`src/rtl/reg_bank_pkg.sv`:
```
// Shared types and helpers for the parametrised register bank.
package reg_bank_pkg;

  typedef enum logic [1:0] {
    RW  = 2'd0,
    RO  = 2'd1,
    W1C = 2'd2
  } reg_access_e;

  typedef enum logic {
    IDLE = 1'b0,
    RESP = 1'b1
  } bank_state_e;

  // be_merge works on the widest supported register; callers size-cast in and out.
  localparam int BE_MAX_DW    = 256;
  localparam int BE_MAX_BYTES = BE_MAX_DW / 8;

  function automatic logic [BE_MAX_DW-1:0] be_merge(
    input logic [BE_MAX_DW-1:0]    oldVal,
    input logic [BE_MAX_DW-1:0]    newVal,
    input logic [BE_MAX_BYTES-1:0] be
  );
    logic [BE_MAX_DW-1:0] merged;
    merged = oldVal;
    for (int k = 0; k < BE_MAX_BYTES; k++) begin
      if (be[k]) merged[k*8 +: 8] = newVal[k*8 +: 8];
    end
    return merged;
  endfunction

endpackage

```
`src/rtl/reg_bank_if.sv`:
```
// Request/response bus between the bus bridge (master) and the register bank (slave).
interface reg_bank_if #(
  parameter int ADDR_WIDTH = 3,
  parameter int DATA_WIDTH = 32
);
  logic                    req_valid;
  logic                    req_ready;
  logic                    req_write;
  logic [ADDR_WIDTH-1:0]   req_addr;
  logic [DATA_WIDTH-1:0]   req_wdata;
  logic [DATA_WIDTH/8-1:0] req_be;
  logic                    rsp_valid;
  logic                    rsp_ready;
  logic [DATA_WIDTH-1:0]   rsp_rdata;
  logic                    rsp_err;

  modport master (
    output req_valid, req_write, req_addr, req_wdata, req_be, rsp_ready,
    input  req_ready, rsp_valid, rsp_rdata, rsp_err
  );

  modport slave (
    input  req_valid, req_write, req_addr, req_wdata, req_be, rsp_ready,
    output req_ready, rsp_valid, rsp_rdata, rsp_err
  );
endinterface

```
`src/rtl/reg_bank_cell.sv`:
```
// One register of the bank: byte-enabled bus writes, RW/RO/W1C behaviour,
// hardware set strobes and an optional asynchronous reset.
module reg_bank_cell
  import reg_bank_pkg::*;
#(
  parameter int                    DATA_WIDTH = 32,
  parameter logic [DATA_WIDTH-1:0] RESET_VAL  = '0,
  parameter bit                    RESET_EN   = 1'b1,
  parameter reg_access_e           MODE       = RW
) (
  input  logic                    clk,
  input  logic                    reset,
  input  logic                    wrEn,
  input  logic [DATA_WIDTH-1:0]   wdata,
  input  logic [DATA_WIDTH/8-1:0] be,
  input  logic [DATA_WIDTH-1:0]   hwSet,
  output logic [DATA_WIDTH-1:0]   q
);

  logic [DATA_WIDTH-1:0] busMerged;
  logic [DATA_WIDTH-1:0] busClear;
  logic [DATA_WIDTH-1:0] nextQ;

  assign busMerged = DATA_WIDTH'(be_merge(BE_MAX_DW'(q), BE_MAX_DW'(wdata), BE_MAX_BYTES'(be)));
  assign busClear  = wrEn ? DATA_WIDTH'(be_merge('0, BE_MAX_DW'(wdata), BE_MAX_BYTES'(be)))
                          : '0;

  // W1C applies the clear first so a simultaneous hardware set wins.
  always_comb begin
    nextQ = q;
    case (MODE)
      RW:      if (wrEn) nextQ = busMerged;
      W1C:     nextQ = (q & ~busClear) | hwSet;
      default: nextQ = q;
    endcase
  end

  generate
    if (RESET_EN) begin : gReset
      always_ff @(posedge clk or posedge reset) begin
        if (reset) q <= RESET_VAL;
        else       q <= nextQ;
      end
    end else begin : gNoReset
      logic unusedReset;
      assign unusedReset = reset;
      always_ff @(posedge clk) begin
        q <= nextQ;
      end
    end
  endgenerate

endmodule

```
`src/rtl/reg_bank_ctrl.sv`:
```
// Register bank controller: single-outstanding request/response FSM,
// address decode, read mux, error response and per-register write pulses.
module reg_bank_ctrl
  import reg_bank_pkg::*;
#(
  parameter int                                    NUM_REGS   = 8,
  parameter int                                    ADDR_WIDTH = 3,
  parameter int                                    DATA_WIDTH = 32,
  parameter logic [NUM_REGS-1:0][DATA_WIDTH-1:0]   RESET_VAL  = '0,
  parameter logic [NUM_REGS-1:0]                   RESET_EN   = '1,
  // Each entry holds a reg_access_e encoding.
  parameter logic [NUM_REGS-1:0][1:0]              ACCESS     = '0
) (
  input  logic                           clk,
  input  logic                           reset,
  reg_bank_if.slave                      bus,
  output logic [NUM_REGS*DATA_WIDTH-1:0] regs_out,
  input  logic [NUM_REGS*DATA_WIDTH-1:0] hw_in,
  input  logic [NUM_REGS*DATA_WIDTH-1:0] hw_set,
  output logic [NUM_REGS-1:0]            wr_pulse
);

  bank_state_e           state, nextState;
  logic                  accept;
  logic                  addrOk;
  logic                  roHit;
  logic [NUM_REGS-1:0]   regHit;
  logic [NUM_REGS-1:0]   wrEn;
  logic [DATA_WIDTH-1:0] rdMux;
  logic [DATA_WIDTH-1:0] regQ [NUM_REGS];

  assign accept = (state == IDLE) && bus.req_valid;
  assign addrOk = 32'(bus.req_addr) < 32'(NUM_REGS);

  always_comb begin
    regHit = '0;
    roHit  = 1'b0;
    rdMux  = '0;
    for (int i = 0; i < NUM_REGS; i++) begin
      if (bus.req_addr == ADDR_WIDTH'(i)) begin
        regHit[i] = 1'b1;
        roHit     = (ACCESS[i] == RO);
        rdMux     = (ACCESS[i] == RO) ? hw_in[i*DATA_WIDTH +: DATA_WIDTH] : regQ[i];
      end
    end
  end

  generate
    for (genvar i = 0; i < NUM_REGS; i++) begin : gCell
      assign wrEn[i] = accept && bus.req_write && regHit[i] && (ACCESS[i] != RO);

      reg_bank_cell #(
        .DATA_WIDTH (DATA_WIDTH),
        .RESET_VAL  (RESET_VAL[i]),
        .RESET_EN   (RESET_EN[i]),
        .MODE       (reg_access_e'(ACCESS[i]))
      ) uCell (
        .clk   (clk),
        .reset (reset),
        .wrEn  (wrEn[i]),
        .wdata (bus.req_wdata),
        .be    (bus.req_be),
        .hwSet (hw_set[i*DATA_WIDTH +: DATA_WIDTH]),
        .q     (regQ[i])
      );

      assign regs_out[i*DATA_WIDTH +: DATA_WIDTH] = regQ[i];
    end
  endgenerate

  always_ff @(posedge clk or posedge reset) begin
    if (reset) state <= IDLE;
    else       state <= nextState;
  end

  always_comb begin
    nextState     = state;
    bus.req_ready = 1'b0;
    bus.rsp_valid = 1'b0;
    case (state)
      IDLE: begin
        bus.req_ready = 1'b1;
        if (bus.req_valid) nextState = RESP;
      end
      RESP: begin
        bus.rsp_valid = 1'b1;
        if (bus.rsp_ready) nextState = IDLE;
      end
      default: nextState = IDLE;
    endcase
  end

  // Response fields are captured once at acceptance and held through RESP.
  always_ff @(posedge clk or posedge reset) begin
    if (reset) begin
      bus.rsp_rdata <= '0;
      bus.rsp_err   <= 1'b0;
      wr_pulse      <= '0;
    end else begin
      wr_pulse <= wrEn;
      if (accept) begin
        bus.rsp_err   <= !addrOk || (bus.req_write && roHit);
        bus.rsp_rdata <= (addrOk && !bus.req_write) ? rdMux : '0;
      end
    end
  end

endmodule

```
`src/flat_wrapper.sv`:
```
// flat-port wrapper written by rule: the top's interface ports become plain ports
module reg_bank_ctrl_flat import reg_bank_pkg::*;
#(
  parameter int                                    NUM_REGS   = 8,
  parameter int                                    ADDR_WIDTH = 3,
  parameter int                                    DATA_WIDTH = 32,
  parameter logic [NUM_REGS-1:0][DATA_WIDTH-1:0]   RESET_VAL  = '0,
  parameter logic [NUM_REGS-1:0]                   RESET_EN   = '1,
                                              
  parameter logic [NUM_REGS-1:0][1:0]              ACCESS     = '0
)
  (clk, reset, regs_out, hw_in, hw_set, wr_pulse, bus_req_valid, bus_req_write, bus_req_addr, bus_req_wdata, bus_req_be, bus_rsp_ready, bus_req_ready, bus_rsp_valid, bus_rsp_rdata, bus_rsp_err);
  reg_bank_if #(.ADDR_WIDTH(ADDR_WIDTH), .DATA_WIDTH(DATA_WIDTH)) bus_i ();
  input  logic clk;
  input  logic reset;
  output logic [NUM_REGS*DATA_WIDTH-1:0] regs_out;
  input  logic [NUM_REGS*DATA_WIDTH-1:0] hw_in;
  input  logic [NUM_REGS*DATA_WIDTH-1:0] hw_set;
  output logic [NUM_REGS-1:0] wr_pulse;
  input wire logic [$bits(bus_i.req_valid)-1:0] bus_req_valid;
  input wire logic [$bits(bus_i.req_write)-1:0] bus_req_write;
  input wire logic [$bits(bus_i.req_addr)-1:0] bus_req_addr;
  input wire logic [$bits(bus_i.req_wdata)-1:0] bus_req_wdata;
  input wire logic [$bits(bus_i.req_be)-1:0] bus_req_be;
  input wire logic [$bits(bus_i.rsp_ready)-1:0] bus_rsp_ready;
  output wire logic [$bits(bus_i.req_ready)-1:0] bus_req_ready;
  output wire logic [$bits(bus_i.rsp_valid)-1:0] bus_rsp_valid;
  output wire logic [$bits(bus_i.rsp_rdata)-1:0] bus_rsp_rdata;
  output wire logic [$bits(bus_i.rsp_err)-1:0] bus_rsp_err;
  assign bus_i.req_valid = bus_req_valid;
  assign bus_i.req_write = bus_req_write;
  assign bus_i.req_addr = bus_req_addr;
  assign bus_i.req_wdata = bus_req_wdata;
  assign bus_i.req_be = bus_req_be;
  assign bus_i.rsp_ready = bus_rsp_ready;
  assign bus_req_ready = bus_i.req_ready;
  assign bus_rsp_valid = bus_i.rsp_valid;
  assign bus_rsp_rdata = bus_i.rsp_rdata;
  assign bus_rsp_err = bus_i.rsp_err;
  reg_bank_ctrl #(.NUM_REGS(NUM_REGS), .ADDR_WIDTH(ADDR_WIDTH), .DATA_WIDTH(DATA_WIDTH), .RESET_VAL(RESET_VAL), .RESET_EN(RESET_EN), .ACCESS(ACCESS)) u_core (.clk(clk), .reset(reset), .bus(bus_i), .regs_out(regs_out), .hw_in(hw_in), .hw_set(hw_set), .wr_pulse(wr_pulse));
endmodule
```
`config.mk`:
```
export PLATFORM = sky130hd
export DESIGN_NAME = reg_bank_ctrl_flat
export DESIGN_NICKNAME = d
export VERILOG_FILES = /design/src/rtl/reg_bank_pkg.sv /design/src/rtl/reg_bank_if.sv /design/src/rtl/reg_bank_cell.sv /design/src/rtl/reg_bank_ctrl.sv /design/src/flat_wrapper.sv
export SDC_FILE = /design/constraint.sdc
export NUM_CORES = 1
export LEC_CHECK = 0
export BUFFER_PORTS_ARGS = -buffer_cell sky130_fd_sc_hd__buf_2
export CORE_AREA = 5 5 327 329
export DETAILED_ROUTE_END_ITERATION = 6
export DIE_AREA = 0 0 332 334
export SETUP_SLACK_MARGIN = 0.3
export SYNTH_ARGS = -nofsm -noshare
export SYNTH_HDL_FRONTEND = slang
export SYNTH_HIERARCHICAL = 1
export SYNTH_SLANG_ARGS = --single-unit
```
`constraint.sdc`:
```
create_clock -name clk -period 4 [get_ports clk]
set_input_delay 0.8 -clock clk [delete_from_list [all_inputs] [get_ports clk]]
set_output_delay 0.8 -clock clk [all_outputs]
set_load 0.01 [all_outputs]
```
==> After elaboration in Yosys (flattened, before gate mapping) <==
Index checks and enable logic that the tools add are counted.
{ "totals": {"ff_bits": 297, "in_bits": 556, "out_inout_bits": 299, "elab_cells": 108} }
{ "op_classes": {"n_eq_ne": 7, "muxes": 22, "n_bitwise": 1, "n_reduce_logical": 43} }
{ "op_table": {"columns": ["op", "count"], "rows": [
  ["32-bit 2-to-1 mux", 9],
  ["2-bit AND reduction", 32],
  ["3-bit == test (second input constant)", 4],
  ["1-bit 2-to-1 mux", 12],
  ["1-bit logical AND", 10],
  ["3-bit by 2-bit == test with 1-bit output (second input constant)", 2],
  ["3-bit by 1-bit == test with 1-bit output (second input constant)", 1],
  ["3-bit logical NOT", 1],
  ["1-bit one-hot mux with 2 select lines", 1],
  ["1-bit NOT", 1]
]} }

==> Logic depth before layout (Yosys ltp) <==
Gate-level depths: netlist (run 1).
{ "logic_depth": {"depth_word": 10, "depth_mapped": 7, "ltp_nobuf": 5} }

==> Hierarchy <==
Netlist (run 1), hierarchy kept.
{ "modules_own_cells": {"columns": ["mod", "n_inst", "cells_each", "area_per_inst_um2", "seq_area_each_um2"], "rows": [
  ["reg_bank_cell", 8, 69, 1189.9, 800.8],
  ["reg_bank_ctrl", 1, 475, 3819.9, 1026.0]
]} }

==> Worst setup path after synthesis (run 1) <==
No wires, ideal clock.
{ "synth_path": {"kind": "in2reg", "start": "in bus_req_addr[1]", "end": "reg u_core.gCell[0].uCell.q[10]", "setup_time_ns": 0.125, "arrival_ns": 2.638, "required_time_ns": 3.875, "setup_slack_ns": 1.237, "path_stages": 6, "n_path_buf": 3, "cell_sequence": "buf_4 -> buf_4 -> buf_2 -> nor4_1 -> nand2_2 -> mux2_2"} }
{ "synth_between": {"elab_chain_cells": 4} }
{ "synth_lines": {"columns": ["item", "line_no", "source"], "rows": [
  ["from (decl)", "flat_wrapper.sv:22", "input wire logic [$bits(bus_i.req_addr)-1:0] bus_req_addr;"],
  ["3-bit logical NOT", "reg_bank_ctrl.sv:40", "if (bus.req_addr == ADDR_WIDTH'(i)) begin"],
  ["1-bit 2-to-1 mux", "reg_bank_ctrl.sv:40", null],
  ["1-bit logical AND", "reg_bank_ctrl.sv:50", "assign wrEn[i] = accept && bus.req_write && regHit[i] && (ACCESS[i] != RO);"],
  ["net u_core.wrEn[0]", "reg_bank_ctrl.sv:28", "logic [NUM_REGS-1:0] wrEn;"],
  ["2-bit AND reduction (no line)", null, null],
  ["to (signal assigned)", "reg_bank_cell.sv:42", "else q <= nextQ;"],
  ["to (decl)", "reg_bank_cell.sv:17", "output logic [DATA_WIDTH-1:0] q"]
]} }
The timed path passes the listed nets, and every way through them passes these cells.
A chain may end at the register's enable or synchronous reset.

==> Final worst setup path (run 1) <==
{ "layout_path": {"start": "reg u_core.state", "end": "reg u_core.gCell[6].uCell.q[4]"} }
{ "layout_between": {"elab_chain_cells": 5} }
{ "layout_lines": {"columns": ["item", "line_no", "source"], "rows": [
  ["from (decl)", "reg_bank_ctrl.sv:23", "bank_state_e state, nextState;"],
  ["from (signal assigned)", "reg_bank_ctrl.sv:73", "else state <= nextState;"],
  ["1-bit NOT", "reg_bank_ctrl.sv:32", "assign accept = (state == IDLE) && bus.req_valid;"],
  ["1-bit logical AND", "reg_bank_ctrl.sv:32", null],
  ["1-bit logical AND (2 in series)", "reg_bank_ctrl.sv:50", null],
  ["net u_core.wrEn[6]", "reg_bank_ctrl.sv:28", null],
  ["2-bit AND reduction (no line)", null, null],
  ["to (signal assigned)", "reg_bank_cell.sv:42", null],
  ["to (decl)", "reg_bank_cell.sv:17", null]
]} }
The timed path passes the listed nets, and every way through them passes these cells.

==> key figures, run 1 <==
Outcome
  – Status: complete, no violations

Run
  – Maxcap violations: 0

Logic synthesis
  – Synth unique cells: 35
  – Mux contribution to synthesized area: 27.6%
  – #FFs+latches synth: 297
  – Top cells by count, synth: dfrtp_1, mux2_2, o21ai_0
  – Main flop type after synthesis: dfrtp_1
  – Post-synthesis xor/xnor area fraction: 0%
  – Yosys top cell by area: dfrtp_1
  – Post-synthesis compound-gate area fraction: 8.59%
  – Seq/Total Area, Yosys: 55.7%
  – Synthesized area per cell: 13.0 um2
  – Mapped cell area: 0.0133 mm2
  – Post-synthesis adder-cell area fraction: 0%
  – Cell with the most instances after synthesis: dfrtp_1
  – EDFF count, synth: 0
  – Net Count, Synth: 1583
  – Ys async rst share: 100%
  – Largest family of logic cells by synthesized area: multiplexers
  – Cells after Synth: 1027
  – Largest cells by area after synthesis: dfrtp_1, mux2_2, o21ai_0, mux2i_1, nand2_2
  – Simple-gate share of the synthesized area: 5.96%
  – Yosys top cell area share: 55.7%
  – Yosys warns: 6

STA
  – Unrepaired setup endpoints after global routing: no
  – Final WS setup: 1.30 ns
  – Max-slew headroom: 26.1%
  – Max Fclk: 371 MHz
  – Setup TNS: 0 ns
  – Period utilization: 67.4%
  – Tmin final: 2.70 ns
  – Slew @ Worst Pin: 1.11 ns
  – Fin. max-slew vios: 0
  – Final Setup Violations: 0
  – Final Hold Viols: 0
  – Final clock skew: 0.0319 ns

Clock network
  – Later-pin clock latency in the skew report: 0.57 ns
  – H-tree lvl count: 2
  – CTS tree: done
  – Bufs on Longest Clock Path: 3
  – Setup bufs post-CTS: 0
  – Hold_buf cts: 0
  – Post-CTS Resized: 0
  – Cts bufs inserted: 36
  – Clock-pin slew on the worst setup and hold paths: 0.07 ns
  – CTS Sinks: 297
  – Clock root cell: clkbuf_16

Pwr
  – VDD IR max: 0.361 mV
  – Leak: 8.90 nW
  – Tot Pwr: 9.34 mW
  – Power per cell area: 516 mW/mm2

Route
  – Post-route DRC: 0
  – Routed vias/inst: 3.81
  – DR WL/cell: 25.0 um
  – DR vias: 10700
  – Antenna-violating nets left: 0
  – Drt pass-1 iters: 5
  – Total Wirelength: 70200 um
  – DRT iter0 DRCs: 773

Final layout
  – FILL cells: 11400
  – Synth-to-Final Area Change: 35.6%
  – Final Cell Area: 0.0181 mm2
  – Post-layout util: 17.5%
  – Nets: 1955
  – Share of post-route cells with drive strength above 1: 54.3%

Floorplanning
  – Core area: 0.103 mm2
  – Die Footprint: 0.111 mm2
  – Die width: 332 um
  – Starting Density: 12.9%
  – # IOs: 855
  – # rows: 118
  – Die Ht: 334 um

GRT
  – Largest net degree at the start of global routing: 38
  – Antenna violations before repair: 16
  – Global-route wire length before repair: 96200 um
  – GR Util All Layers: 12.2%
  – Number of global-route vias before repair: 11100
  – Overflow after GRT: 0

Place
  – GP Congestion: 0.838
  – Area after DPL: 0.0169 mm2
  – Hpwl dp: 54500 um
  – Pre-CTS setup slack: 0.931 ns
  – Number of port buffers: 341

Worst setup path
  – Critical Path Sink Type: register
  – Worst path arrival time: 3.13 ns
  – Setup CP Type: register to register
  – RR Startpoint: u_core/state
  – Worst Setup SP: u_core/state
  – Data required, critical path: 4.44 ns
  – CP startpoint kind: register
  – Largest fanout on the critical path: 8

Hold path
  – Hold Crit Class: input port to asynchronous set/reset pin
## worst max-delay path, stage by stage, from the launching register on
cell	delay, ns
dfrtp_1	0.54
nor2b_1	0.18
buf_4	0.18
nand2_1	0.15
nor2_1	0.52
buf_4	0.27
nand2_2	0.32
mux2_2	0.40
## registers in the layout (all words and copies together), names as in the netlist
| register | count |
|---|---|
| u_core/state | 1 |
| u_core/bus.rsp_rdata | 32 |
| u_core/wr_pulse | 8 |
| u_core/gCell.uCell/q | 256 |
## routing by layer
metal  vias to the layer above  global-route usage, %  wire (um)
met2                       514                   19.6      31700
met1                      5548                   15.2      29200
met4                         6                   2.86       1970
met3                       108                   5.28       7320
li1                       4519                      -          -
met5                         -                      0         40
## kinds of logic (layout without fill, tap and decap cells)
| family | after synthesis | count (layout) |
|---|---|---|
| muxes | 326 | 326 |
| DFF | 297 | 297 |
| AOI/OAI and AO/OA | 185 | 185 |
| and+or+nand+nor | 160 | 160 |
| buffers and inverters | 58 | 454 |
| other | 1 | 3 |
## worst paths after layout
check                                             end  slack [ns]  cells past startpoint
setup / recovery           u_core/gCell[6].uCell/q[4]        1.30                      7
hold / removal               u_core/bus.rsp_rdata[15]        0.35                      2
setup reg to reg           u_core/gCell[6].uCell/q[4]        1.30                      7
hold reg to reg               u_core/bus.rsp_rdata[1]        0.48                      2
max in group asynchronous  u_core/gCell[1].uCell/q[7]        2.66                      2
min in group clk                         u_core/state        0.47                      2
## through the flow
stage | instances | hold WS (ns)
6_report | 2805 | 0.347
5_1_grt | 2803 | 0.354
4_1_cts | 2803 | 0.324
3_5_place_dp | 2741 | 0.469
3_3_place_gp | 2741 | 0.463
2_1_floorplan | 1027 | 0.516
## cell type report
type | instances | area [um2] | share of cell area (%)
sequential | 297 | 7430 | 41.1
multi-input combinational | 672 | 5670 | 31.3
timing repair buffer | 382 | 2030 | 11.2
tap | 1380 | 1730 | 9.54
clock buffer | 51 | 1070 | 5.90
clock inverter | 11 | 121 | 0.671
inverter | 10 | 37.5 | 0.207
antenna | 2 | 5.00 | 0.0277
## power by group
part	internal, mW	leakage (nW)	total [mW]	switching, mW
Combinational	0.862	4.37	2.09	1.22
Clock	1.94	0.591	3.35	1.41
Sequential	3.49	3.93	3.90	0.408
## placed cells by master (no fill, tap or decap), types with 11 or more instances in the layout
master / n
buf_2: 338
dfrtp_1: 297
mux2_2: 271
o21ai_0: 94
nand2_1: 51
mux2i_1: 44
buf_4: 43
clkbuf_16: 36
nand2_2: 32
nand3_1: 23
o2111ai_1: 22
o21bai_1: 22
nor3_1: 22
a21o_1: 22
nor2_1: 14
clkbuf_8: 11
No activity file was read; power rests on OpenSTA's default activity.
==> run 2, diff against run 1 <==
Settings changed: ABC_AREA set to 1, CORE_AREA 5 5 327 329 to 5 5 329 331, DIE_AREA 0 0 332 334 to 0 0 334 336.
Clock period 4 ns to 2.3 ns, I/O delays scaled along.
==> run 2 against run 1 <==
Design area grew 5.2%. Sequential share of layout area fell by 2.0 points. Synthesized area rose by 4.7%. First-iteration DRC count is 47% higher. Routed wire length is 14% higher. Via count up 31%. Non-clock buffer count increased by 58. Critical path type is now input port to register. Largest cell class unchanged. Largest power group unchanged. Highest routed layer is now met4.
==> key figures, run 2 <==
Logic synthesis
  – Synth unique cells: 21 (-40%)
  – EDFF count, synth: 0 (unchanged)
  – Largest cells by area after synthesis: dfrtp_1, nand2_1, nand3_1, nor2_1, buf_6
  – Yosys top cell by area: dfrtp_1
  – Yosys warns: 6 (unchanged)
  – #FFs+latches synth: 297 (unchanged)
  – Ys async rst share: 100% (unchanged)
  – Mapped cell area: 0.0140 mm2 (+4.7%)
  – Yosys top cell area share: 53.2% (-2.5 points)
  – Main flop type after synthesis: dfrtp_1
  – Net Count, Synth: 2333 (+47%)
  – Seq/Total Area, Yosys: 53.2% (-2.5 points)
  – Cells after Synth: 1777 (+73%)
  – Top cells by count, synth: nand2_1, dfrtp_1, nand3_1
  – Cell with the most instances after synthesis: nand2_1
  – Synthesized area per cell: 7.86 um2 (-39%)

Hold path
  – Hold Crit Class: input port to register
  – Worst hold start: bus_req_wdata[21]
  – Hold Path End: u_core/gCell[4].uCell/q[21]
  – Hold depth: 3

Worst setup path
  – Reg2reg path depth: 8 (+1)
  – Critical Path Sink Type: register
  – Setup CP Type: input port to register
  – CP startpoint kind: input port
  – RR Startpoint: u_core/state
  – Worst R2R End: u_core/gCell[1].uCell/q[21]
  – Worst path arrival time: 2.44 ns (-0.69 ns)
  – Largest fanout on the critical path: 12 (+4)
  – R2R Setup Slk: 0.39 ns (-0.91 ns)
  – Data required, critical path: 2.82 ns (-1.62 ns)

Final layout
  – Most frequent cells in the layout: nand2_1, buf_2, dfrtp_1, nand3_1, nor2_1
  – Top Registers: u_core/gCell.uCell/q: 256 flops, u_core/bus.rsp_rdata: 32 flops, u_core/wr_pulse: 8 flops
  – Multi-input gate area: 0.00570 mm2 (+0.51%)
  – Top reg by flops: u_core/gCell.uCell/q
  – Post-layout util: 18.2% (+0.64 points)
  – Nets: 2715 (+39%)
  – Share of post-route cells with drive strength above 1: 25.7% (-29 points)
  – Register Area: 0.00743 mm2 (unchanged)
  – Commonest non-fill, non-tap cell in the layout: nand2_1
  – FILL cells: 11900 (+4.6%)
  – Max reg flops: 256 (unchanged)
  – Synth-to-Final Area Change: 36.4%

Pwr
  – Net switching power: 5.87 mW (+93%)
  – Clock share of power: 37.1% (+1.2 points)
  – Pint: 10.8 mW (+71%)
  – Tot Pwr: 16.7 mW (+78%)
  – Flop pwr share: 40.8% (-1.0 points)
  – Logic pwr share: 22.1% (-0.2 points)
  – Sw frac: 35.3% (+2.7 points)
  – Leak: 10.3 nW (+15%)
  – VDD IR max: 0.599 mV (+66%)
  – Power per cell area: 875 mW/mm2 (+69%)

Floorplanning
  – # IOs: 855 (unchanged)
  – Die width: 334 um (+0.60%)
  – Starting Density: 13.3% (+0.40 points)
  – Die Footprint: 0.112 mm2 (+1.2%)
  – Core area: 0.105 mm2 (+1.6%)
  – # rows: 119 (+0.85%)
  – Die Ht: 336 um (+0.60%)

STA
  – Final clock skew: 0.0375 ns (+0.00566 ns)
  – Max Fclk: 521 MHz
  – Tmin final: 1.92 ns
  – Period utilization: 83.5%
  – Final Setup Violations: 0 (unchanged)
  – Final Hold Viols: 0 (unchanged)
  – Final WS setup: 0.379 ns (-0.925 ns)
  – Unrepaired setup endpoints after global routing: yes
  – Max-slew headroom: 26.0% (-0.026 points)
  – Fin. max-slew vios: 0 (unchanged)
  – Slew @ Worst Pin: 1.10 ns (-0.00562 ns)
  – Hold_ws: 0.221 ns (-0.125 ns)
  – Setup TNS: 0 ns (unchanged)

GRT
  – Global-route wire length before repair: 110000 um (+14%)
  – Overflow after GRT: 0 (unchanged)
  – Largest net degree at the start of global routing: 73 (+92%)
  – Antenna violations before repair: 15 (-1)
  – GR Util All Layers: 13.8% (+1.6 points)
  – Number of global-route vias before repair: 13400 (+21%)

Route
  – DR vias: 14000 (+31%)
  – Antenna-violating nets left: 0 (unchanged)
  – DR WL/cell: 22.5 um (-10%)
  – Routed vias/inst: 3.91 (+2.6%)
  – Post-route DRC: 0 (unchanged)
  – DRT iter0 DRCs: 1140 (+47%)
  – Total Wirelength: 80400 um (+14%)
  – Drt pass-1 iters: 5 (unchanged)

Clock network
  – Bufs on Longest Clock Path: 3 (unchanged)
  – CTS tree: done
  – Clock-pin slew on the worst setup and hold paths: 0.06 ns (about the same)
  – CTS Sinks: 297 (unchanged)
  – Clock root cell: clkbuf_16
  – Cts bufs inserted: 38 (+5.6%)
  – H-tree lvl count: 2 (unchanged)
  – Later-pin clock latency in the skew report: 0.58 ns (about the same)

Run
  – Maxcap violations: 0 (unchanged)

Place
  – Hpwl dp: 65700 um (+20%)
  – Pre-CTS setup slack: -0.363 ns (-1.29 ns)
  – GP Congestion: 0.870 (+3.7%)
  – Number of port buffers: 341 (unchanged)

Outcome
  – Status: complete, no violations
==> run 2: changes by cell type after synthesis, moves of 23 or more <==
cell / before / now
nand3_1: 24 / 290
inv_1: 10 / 51
mux2_2: 271 / 0
nor3_1: 25 / 2
mux2i_1: 44 / 0
nand4_1: 0 / 35
buf_2: 16 / 46
nand2_1: 51 / 781
buf_6: 2 / 33
o21ai_0: 94 / 1
nor2_1: 14 / 135
==> run 2: worst max-delay path by stage <==
| stage | from | endpoint | slack [ns] | cells after the start |
|---|---|---|---|---|
| 2_1_floorplan | bus_req_addr[1] | u_core/gCell[7].uCell/q[0] | 0.44 | 10 |
| 3_3_place_gp | bus_req_addr[0] | u_core/bus.rsp_rdata[0] | -0.40 | 11 |
| 3_5_place_dp | bus_req_addr[0] | u_core/bus.rsp_rdata[0] | -0.36 | 11 |
| 4_1_cts | u_core/state | u_core/gCell[1].uCell/q[17] | 0.34 | 8 |
| 5_1_grt | bus_req_addr[1] | u_core/bus.rsp_rdata[20] | 0.28 | 11 |
| 6_report | bus_req_addr[0] | u_core/bus.rsp_rdata[6] | 0.38 | 9 |
==> run 2: area by class of cell <==
cell class / count / share of cell area (%)
Antenna cell: 3 / 0.0394
Clock buffer: 51 / 5.51
Clock inverter: 15 / 1.22
Inverter: 56 / 1.12
Multi-Input combinational cell: 1326 / 29.9
Sequential cell: 297 / 39.0
Tap cell: 1391 / 9.14
Timing Repair Buffer: 440 / 14.0
==> run 2: cells by family after synthesis <==
family,Yosys count,synth area share (%)
simple gates,1291,39.0
flops,297,53.2
buf+inv,155,6.53
compound gates,33,1.18
other cells,1,0.0269
==> run 2: power groups by stage <==
stage	registers, mW	clock network (mW)	logic (mW)
2_1_floorplan	7.06	0	1.11
5_1_grt	6.91	6.55	4.00
3_3_place_gp	6.87	0	3.70
4_1_cts	6.80	6.35	3.75
6_report	6.80	6.18	3.68
3_5_place_dp	6.88	0	3.74
==> run 2: critical path, cell delays in order <==
cell	delay [ns]
buf_2	0.19
inv_2	0.11
nor3_2	0.88
nand2_1	0.13
nand3_1	0.16
nor2_1	0.06
nand4_1	0.28
nand2_1	0.09
nand2_1	0.07
==> run 2: layer usage <==
metal	vias to the layer above	share of wire [%]	global-route usage, %
li1	6435	-	-
met1	6806	44	18.5
met2	659	42	20.4
met3	100	8.6	4.20
met4	0	4.9	5.95
met5	-	0	0
==> run 2: timing repair <==
action | CTS | global route
setup buffers | 0 | 1
gates resized for setup | 0 | 5
hold endpoints to repair | 71 | 0
endpoints found under the setup margin | 3 | 38
pin swaps | 1 | 0
hold buffers | 1 | 0
gates cloned | 1 | 1
==> run 2: stage by stage <==
step | instances | area, um2
floorplan | 1777 | 14000
global placement | 3506 | 17700
detailed placement | 3506 | 17700
CTS | 3574 | 19000
global route | 3576 | 19000
finish | 3579 | 19000
==> run 3, diff against run 2 <==
Clock period 2.3 ns to 1.6 ns, I/O delays scaled along.
==> run 3 against run 2 <==
The run now ends with negative setup slack left. Global-route usage rose by 0.095 points. Non-clock buffer count rose by 199. Routed wire length rose by 5.1%. Via count grew 9.7%. Final cell count grew 5.6%. Clock power increased by 56%. Worst hold slack got worse by 0.11 ns. Combinational power rose by 88%. Core utilization grew 4.2 points. Sequential power increased by 49%. Critical endpoint is now u_core/gCell[7].uCell/q[16]. Largest cell class unchanged.
==> key figures, run 3 (synthesis results as in run 2) <==
Final layout
  – Commonest non-fill, non-tap cell in the layout: nand2_1
  – Top reg by flops: u_core/gCell.uCell/q
  – Max reg flops: 256 (unchanged)
  – Post-route non-filler standard cell count: 3779 (+5.6%)
  – Top Registers: u_core/gCell.uCell/q: 256 flops, u_core/bus.rsp_rdata: 32 flops, u_core/wr_pulse: 8 flops
  – Synth-to-Final Area Change: 67.9%
  – Share of post-route cells with drive strength above 1: 44.4% (+19 points)
  – Most frequent cells in the layout: nand2_1, dfrtp_1, buf_2, buf_4, nand3_1
  – Nets: 2914 (+7.3%)

Worst setup path
  – Worst R2R End: u_core/gCell[7].uCell/q[16]
  – Data required, critical path: 2.03 ns (-0.79 ns)
  – CP startpoint kind: register
  – R2R Setup Slk: -0.02 ns (-0.41 ns)
  – Worst path arrival time: 2.04 ns (-0.40 ns)
  – Largest fanout on the critical path: 8 (-4)
  – Slowest CP cell: dfrtp_1
  – Critical Path Sink Type: register
  – Worst Setup SP: u_core/state
  – Crit-path max cell delay: 0.39 ns (-0.49 ns)
  – RR Startpoint: u_core/state
  – Crit path top cell by count: buf_12
  – Reg2reg path depth: 9 (+1)
  – Setup CP Type: register to register
  – Crit-path cells: inv_2, nand3_4, buf_12, nor2_4, buf_12, buf_12, nand2_8, nand2_1, nand2_1

Floorplanning
  – # IOs: 855 (unchanged)
  – Die Footprint: 0.112 mm2 (unchanged)
  – Die width: 334 um (unchanged)
  – # rows: 119 (unchanged)
  – Die Ht: 336 um (unchanged)
  – Starting Density: 13.3% (unchanged)
  – Core area: 0.105 mm2 (unchanged)

Pwr
  – Flop pwr share: 37.8% (-3.0 points)
  – Power per cell area: 1140 mW/mm2 (+30%)
  – VDD IR max: 0.904 mV (+51%)
  – Leak: 11.8 nW (+15%)
  – Clock share of power: 36.2% (-0.9 points)
  – Net switching power: 8.79 mW (+50%)
  – Sw frac: 33.0% (-2.2 points)
  – Logic pwr share: 26.0% (+3.9 points)
  – Pint: 17.8 mW (+65%)
  – Tot Pwr: 26.6 mW (+60%)

Place
  – Number of port buffers: 341 (unchanged)
  – Inst Count DP: 3556 (+1.4%)
  – Hpwl dp: 65100 um (-0.92%)
  – GP Congestion: 0.902 (+3.7%)
  – Pre-CTS setup slack: -0.446 ns (-0.0833 ns)

STA
  – Hold_ws: 0.113 ns (-0.108 ns)
  – Unrepaired setup endpoints after global routing: yes
  – Setup TNS: -0.0422 ns (-0.0422 ns)
  – Final clock skew: 0.0343 ns (-0.00320 ns)
  – Final Hold Viols: 0 (unchanged)
  – Slew @ Worst Pin: 0.538 ns (-0.566 ns)
  – Final Setup Violations: 8 (+8)
  – Tmin final: 1.62 ns
  – Final WS setup: -0.0158 ns (-0.395 ns)
  – Fin. max-slew vios: 0 (unchanged)
  – Max Fclk: 619 MHz
  – Period utilization: 101%
  – Max-slew headroom: 64.2% (+38 points)

Clock network
  – Clock-pin slew on the worst setup and hold paths: 0.06 ns (about the same)
  – Bufs on Longest Clock Path: 3 (unchanged)
  – Later-pin clock latency in the skew report: 0.56 ns (-0.02 ns)
  – CTS Sinks: 297 (unchanged)
  – H-tree lvl count: 2 (unchanged)
  – CTS tree: done
  – Clock root cell: clkbuf_16
  – Cts bufs inserted: 38 (unchanged)

GRT
  – Antenna violations before repair: 20 (+5)
  – Overflow after GRT: 0 (unchanged)
  – GR Util All Layers: 13.9% (+0.095 points)
  – Number of global-route vias before repair: 14500 (+8.6%)
  – Largest net degree at the start of global routing: 48 (-34%)
  – Global-route wire length before repair: 112000 um (+2.2%)

Hold path
  – Hold Crit Class: input port to register
  – Hold depth: 3 (unchanged)
  – Hold Path End: u_core/gCell[2].uCell/q[11]
  – Worst hold start: bus_req_wdata[11]

Route
  – DR vias: 15400 (+9.7%)
  – Post-route DRC: 0 (unchanged)
  – DRT iter0 DRCs: 1398 (+23%)
  – Total Wirelength: 84400 um (+5.1%)
  – Antenna-violating nets left: 0 (unchanged)
  – Routed vias/inst: 4.06 (+3.9%)
  – DR WL/cell: 22.3 um (-0.49%)
  – Drt pass-1 iters: 5 (unchanged)

Outcome
  – Failing checks: negative setup slack
  – Status: finished, violations left

Run
  – Maxcap violations: 0 (unchanged)
## run 3: changes by cell type in the layout (fill, tap and decap cells not counted), moves of 21 or more
| cell | change |
|---|---|
| buf_6 | +137 |
| nand2_1 | -131 |
| nand3_2 | +112 |
| buf_2 | -118 |
| nand3_1 | -119 |
| dfrtp_2 | +43 |
| nand2_4 | +21 |
| dfrtp_1 | -43 |
| buf_4 | +138 |
| nand2_2 | +90 |
## run 3: cell type report
type | count | area (um2)
diodes | 4 | 10.0
clock buffers | 51 | 1060
clock inverters | 15 | 329
fillers | 11500 | 81400
inverters | 56 | 218
multi-input cells | 1326 | 7100
flip-flops and latches | 297 | 7490
well taps | 1391 | 1740
repair buffers | 639 | 5510
## run 3: through the flow
stage                     utilization [%]  cell area [um2]
final                                22.4            23500
after global placement               17.6            18500
after global routing                 22.4            23500
after CTS                            20.2            21200
after floorplan                         -            14300
after detailed placement             17.6            18500
## run 3: worst max-delay path by stage
stage,end,slack (ns)
2_1_floorplan,u_core/gCell[3].uCell/q[0],-0.03
3_3_place_gp,u_core/bus.rsp_rdata[25],-0.45
3_5_place_dp,u_core/bus.rsp_rdata[25],-0.45
4_1_cts,u_core/gCell[1].uCell/q[30],-0.05
5_1_grt,u_core/gCell[6].uCell/q[0],-0.07
6_report,u_core/gCell[7].uCell/q[16],-0.02
## run 3: power groups by stage
stage | sequential, mW | combinational [mW] | clock, mW
3_5_place_dp | 10.1 | 5.19 | 0
4_1_cts | 9.97 | 5.77 | 9.79
6_report | 10.1 | 6.93 | 9.64
2_1_floorplan | 10.1 | 1.66 | 0
5_1_grt | 10.2 | 7.52 | 10.1
3_3_place_gp | 10.1 | 5.14 | 0
## run 3: per-layer routing
layer  track usage [%]  wire length, um  vias up
li1                  -                -     6878
met1              15.9            32000     7513
met2              23.2            39000      774
met3              6.87            10300      179
met4              3.42             3010       16
met5                 0               94        -
## run 3: worst max-delay path: cells and delay by family, from the launching register on
kind / cells / cell delay, ns
and+or+nand+nor: 5 / 0.49
buffers and inverters: 4 / 0.57
DFF: 1 / 0.39
## run 3: what timing repair did
item,CTS,global route
gates cloned,3,9
hold endpoints to repair,176,0
pin swaps,51,97
resized for setup,213,388
hold buffers,2,0
setup endpoints to repair,593,594
buffers inserted,46,93
